[src/rtl/seq_arith_4x1b_decr.sv]
// seq_arith_4x1b_decr
//
// Bit-serial NBITS-wide decrementer. A serial stream of NBITS-bit words
// arrives LSB first. Each word minus one leaves on the serial output in the
// same cycle. Each result is also collected into a parallel register and
// flagged with a one-cycle valid pulse.
//
// Build option:
//   SEQ_ARITH_DECR_UNDERFLOW_EN  when defined, underflow pulses with word_val
//                                if the input word was zero. When undefined,
//                                underflow is tied low. The port list is the
//                                same in both builds.
//
// Ports:
//   clk        in   1      clock, rising edge
//   reset      in   1      asynchronous, active-high reset
//   in_val     in   1      serial bit valid; bit consumed only when high
//   in_        in   1      serial data bit, LSB first
//   start      in   1      with in_val, marks this bit as bit 0 of a new word
//   out_val    out  1      serial output valid (follows in_val)
//   out        out  1      serial difference bit
//   word       out  NBITS  last completed decremented word (registered)
//   word_val   out  1      one-cycle pulse: word just updated
//   underflow  out  1      one-cycle pulse with word_val: input word was 0

module seq_arith_4x1b_decr #(
    parameter int unsigned NBITS = 4
) (
    input  logic             clk,
    input  logic             reset,
    input  logic             in_val,
    input  logic             in_,
    input  logic             start,
    output logic             out_val,
    output logic             out,
    output logic [NBITS-1:0] word,
    output logic             word_val,
    output logic             underflow
);

    localparam int unsigned CW = (NBITS > 1) ? $clog2(NBITS) : 1;
    localparam logic [CW-1:0] LAST_IDX = CW'(NBITS - 1);

    logic             borrow;
    logic [CW-1:0]    count;
    logic [NBITS-2:0] shift;

    logic             b0;
    logic             eb;
    logic             last;
    logic             borrow_nxt;
    logic [NBITS-1:0] cat;

    always_comb begin
        b0         = start | (count == '0);
        // Bit 0 always starts with a borrow of one.
        eb         = b0 | borrow;
        last       = (count == LAST_IDX) & ~start;
        borrow_nxt = eb & ~in_;
        out_val    = in_val & ~reset;
        out        = in_val & ~reset & (in_ ^ eb);
        cat        = {out, shift};
    end

    always_ff @(posedge clk or posedge reset) begin
        if (reset) begin
            borrow   <= 1'b1;
            count    <= '0;
            shift    <= '0;
            word     <= '0;
            word_val <= 1'b0;
        end else begin
            word_val <= 1'b0;
            if (in_val) begin
                // Bits enter at the top and move down, so bit 0 ends at index 0.
                shift <= cat[NBITS-1:1];
                if (last) begin
                    word     <= cat;
                    word_val <= 1'b1;
                    count    <= '0;
                    borrow   <= 1'b1;
                end else begin
                    count  <= (b0 ? '0 : count) + CW'(1);
                    borrow <= borrow_nxt;
                end
            end
        end
    end

`ifdef SEQ_ARITH_DECR_UNDERFLOW_EN
    logic underflow_q;

    always_ff @(posedge clk or posedge reset) begin
        if (reset) begin
            underflow_q <= 1'b0;
        end else begin
            underflow_q <= in_val & last & borrow_nxt;
        end
    end

    assign underflow = underflow_q;
`else
    assign underflow = 1'b0;
`endif

endmodule

[config.mk]
export PLATFORM = sky130hd
export DESIGN_NAME = seq_arith_4x1b_decr
export DESIGN_NICKNAME = d
export VERILOG_FILES = /design/src/rtl/seq_arith_4x1b_decr.sv
export SDC_FILE = /design/constraint.sdc
export NUM_CORES = 1
export LEC_CHECK = 0
export CAP_MARGIN = 30
export CORE_MARGIN = 2
export CORE_UTILIZATION = 30
export DETAILED_ROUTE_END_ITERATION = 8
export DONT_BUFFER_PORTS = 1
export HOLD_SLACK_MARGIN = 0.12
export PLACE_DENSITY = 0.52
export SETUP_SLACK_MARGIN = 0.15
export SYNTH_ARGS = -nofsm -noshare
export SYNTH_HDL_FRONTEND = slang
export SYNTH_SLANG_ARGS = --single-unit
[constraint.sdc]
create_clock -name clk -period 1.3 [get_ports clk]
set_input_delay 0.13 -clock clk [delete_from_list [all_inputs] [get_ports clk]]
set_output_delay 0.13 -clock clk [all_outputs]
set_load 0.02 [all_outputs]
==> results.toml <==
[die]
core-area_um2 = 1520
rows = 14
die_height_um = 44.7
die_x_um = 44.7
top_level_ports = 13
initial_utilization_pct = 32.6
dieArea_um2 = 2000

[critical_path]
worstSetupStartpointType = "flop"
cp_data_arrival_time_ns = 1.36
worstPathRequired_ns = 1.17
worst-path-max-fanout = 2
timing.setup.critical_path_class = "flop to primary output"
crit_path_end_kind = "primary output"

[routing]
met3_wirelength_um = 43
drt_pre_antenna_iters = 2
vias = 308
dr_iter_0_viols = 1
postRouteWirelength_um = 869
routed_via_density = 4.81
ant_nets = 0
highest-signal-layer = "met4"
drt_drc_violations_left = 0
met2RoutedLength_um = 486
wl_met1_um = 332
detail_route.wl_per_cell_um = 13.6

[pwr]
ir_drop_v = 0.000765
power.leakage_nw = 0.329
report.power.total_uw = 979
powerDensity_nw_per_um2 = 1560

[grt]
antenna_violations_before_repair = 0
remaining_global_route_overflow = 0
first_global_vias = 319
wire_length_of_the_first_global_routing_pass_um = 1470
global_route.usage.total_pct = 10.5
grt_start_max_net_pins = 12

[synth]
postSynthAreaPerCell_um2 = 13.4
synth.distinct_cells = 16
yosysSeqAreaShare_pct = 55.7
ys.warnings.count = 0
synthCells = 37
post_synth_instance_area_um2 = 497
postSynthRegisterBits = 11
synth_fp_nets = 43

[cts]
cts-root-buf = "clkbuf_4"
clk_latency_ns = 0.25
tritoncts.num_buffers = 3
clock-sinks = 11
cts_tree = "yes"
clock_tree.buffer_depth = 2
cts_max_level = 1
path_clk_slew_ns = 0.06

[timing]
hold_viol = 0
rsz0062_at_grt = "true"
timing_max_transition_violations_final = 0
setup_viol = 3
period_needed_ns = 1.49
finClkSkew_ns = 0.00260
timing.final.ws_setup_ns = -0.188
fin_crit_sh_pct = 114
max_freq_mhz = 672

[place]
worst_setup_slack_after_placement_ns = 0.0221
place_inst = 54
globalplace.congestion = 0.630
port-buffer-count = 0
dpl.hpwl_um = 641

[hold_path]
min_path_type = "input pin to flop"

[run_status]
status = "complete, but fails checks"
violations_in_the_final_reports = "setup timing"

[final_layout]
layoutNonFillerInstCount = 64
n_antenna_cell = 0
share_of_final_layout_standard_cells_stronger_than_drive_strength_1_pct = 41.7
area_growth_syn_to_layout_pct = 26.2
fin_util_pct = 41.1
design.final.nets = 55

[job]
max_cap_violations = 0
==> cells in the mapped netlist <==
cell type	instances	area, um2
buf_4	1	7.51
buf_6	1	11.3
conb_1	1	3.75
dfrtp_1	10	250
dfstp_2	1	26.3
ha_1	1	12.5
inv_1	3	11.3
mux2_2	7	78.8
mux2i_1	2	20.0
nand2_1	1	3.75
nand3b_1	1	7.51
nand4b_4	1	23.8
nor2_1	2	7.51
nor2b_1	2	12.5
o21a_1	2	15.0
o21ai_0	1	5.00
==> power by group <==
| group | internal [mW] | switching, mW |
|---|---|---|
| sequential | 0.429 | 0.121 |
| clock | 0.118 | 0.0974 |
| combinational | 0.135 | 0.0795 |
==> timing repair <==
item	in CTS	in global routing
resized for setup	2	4
hold buffers	2	1
setup buffers	1	2
pin swaps	2	2
endpoints found under the setup margin	3	8
gates cloned	0	0
hold endpoints to repair	18	2
==> routing by layer <==
| metal | vias up | track usage (%) |
|---|---|---|
| li1 | 143 | - |
| met1 | 155 | 11.0 |
| met2 | 8 | 18.0 |
| met3 | 2 | 4.40 |
| met4 | 0 | 5.45 |
| met5 | - | 0 |
==> metrics by stage <==
stage	area [um2]	hold slack (ns)	setup TNS, ns
3_3_place_gp	527	0.0190	0
5_1_grt	627	0.166	-0.517
4_1_cts	588	0.0659	-0.395
2_1_floorplan	503	-0.0183	0
6_report	627	0.177	-0.371
3_5_place_dp	527	0.0254	0
==> critical path, stage by stage, from the launching register on <==
cell and delay (ns):
dfstp_2 0.53, nor2_1 0.04, o21ai_1 0.06, ha_1 0.28, nor2b_4 0.19
==> cell usage in the layout (no fill, tap or decap), types with 2 or more instances in the layout <==
| master | synthesis | layout |
|---|---|---|
| o21a_1 | 2 | 2 |
| mux2i_1 | 2 | 2 |
| dlygate4sd3_1 | 0 | 2 |
| buf_4 | 1 | 6 |
| clkbuf_4 | 0 | 3 |
| dfrtp_1 | 10 | 10 |
| mux2_4 | 0 | 4 |
| inv_1 | 3 | 3 |
| mux2_2 | 7 | 3 |
==> state kept, by name (all words and copies together) (netlist names) <==
register and count:
shift 3, borrow 1, count 2, word 4, word_val 1
==> final timing paths <==
kind | from | end | cells past startpoint | slack (ns)
setup / recovery | borrow | out | 4 | -0.19
setup reg to reg | borrow | word[3] | 6 | -0.09
hold / removal | reset | shift[2] | 2 | 0.18
hold reg to reg | shift[0] | word[0] | 1 | 0.51
min in group asynchronous | reset | word[3] | 2 | 0.30
max in group asynchronous | reset | borrow | 2 | 0.67
==> cell families (layout without fill, tap and decap cells) <==
kind of cell    Yosys count  count (layout)  share of synthesized area (%)
compound gates            3               3                           4.03
other cells               1               1                          0.755
fa+ha+maj                 1               1                           2.52
buf+inv                   5              16                           6.05
flops                    11              11                           55.7
mux                       9               9                           19.9
simple gates              7               7                           11.1
==> final cells by class <==
type	instances	area, um2
multi-input combinational	21	215
sequential	11	277
timing repair buffer	9	77.6
fill	144	897
tap	16	20.0
clock buffer	4	26.3
inverter	3	11.3
Power figures use the tool's default switching activity.
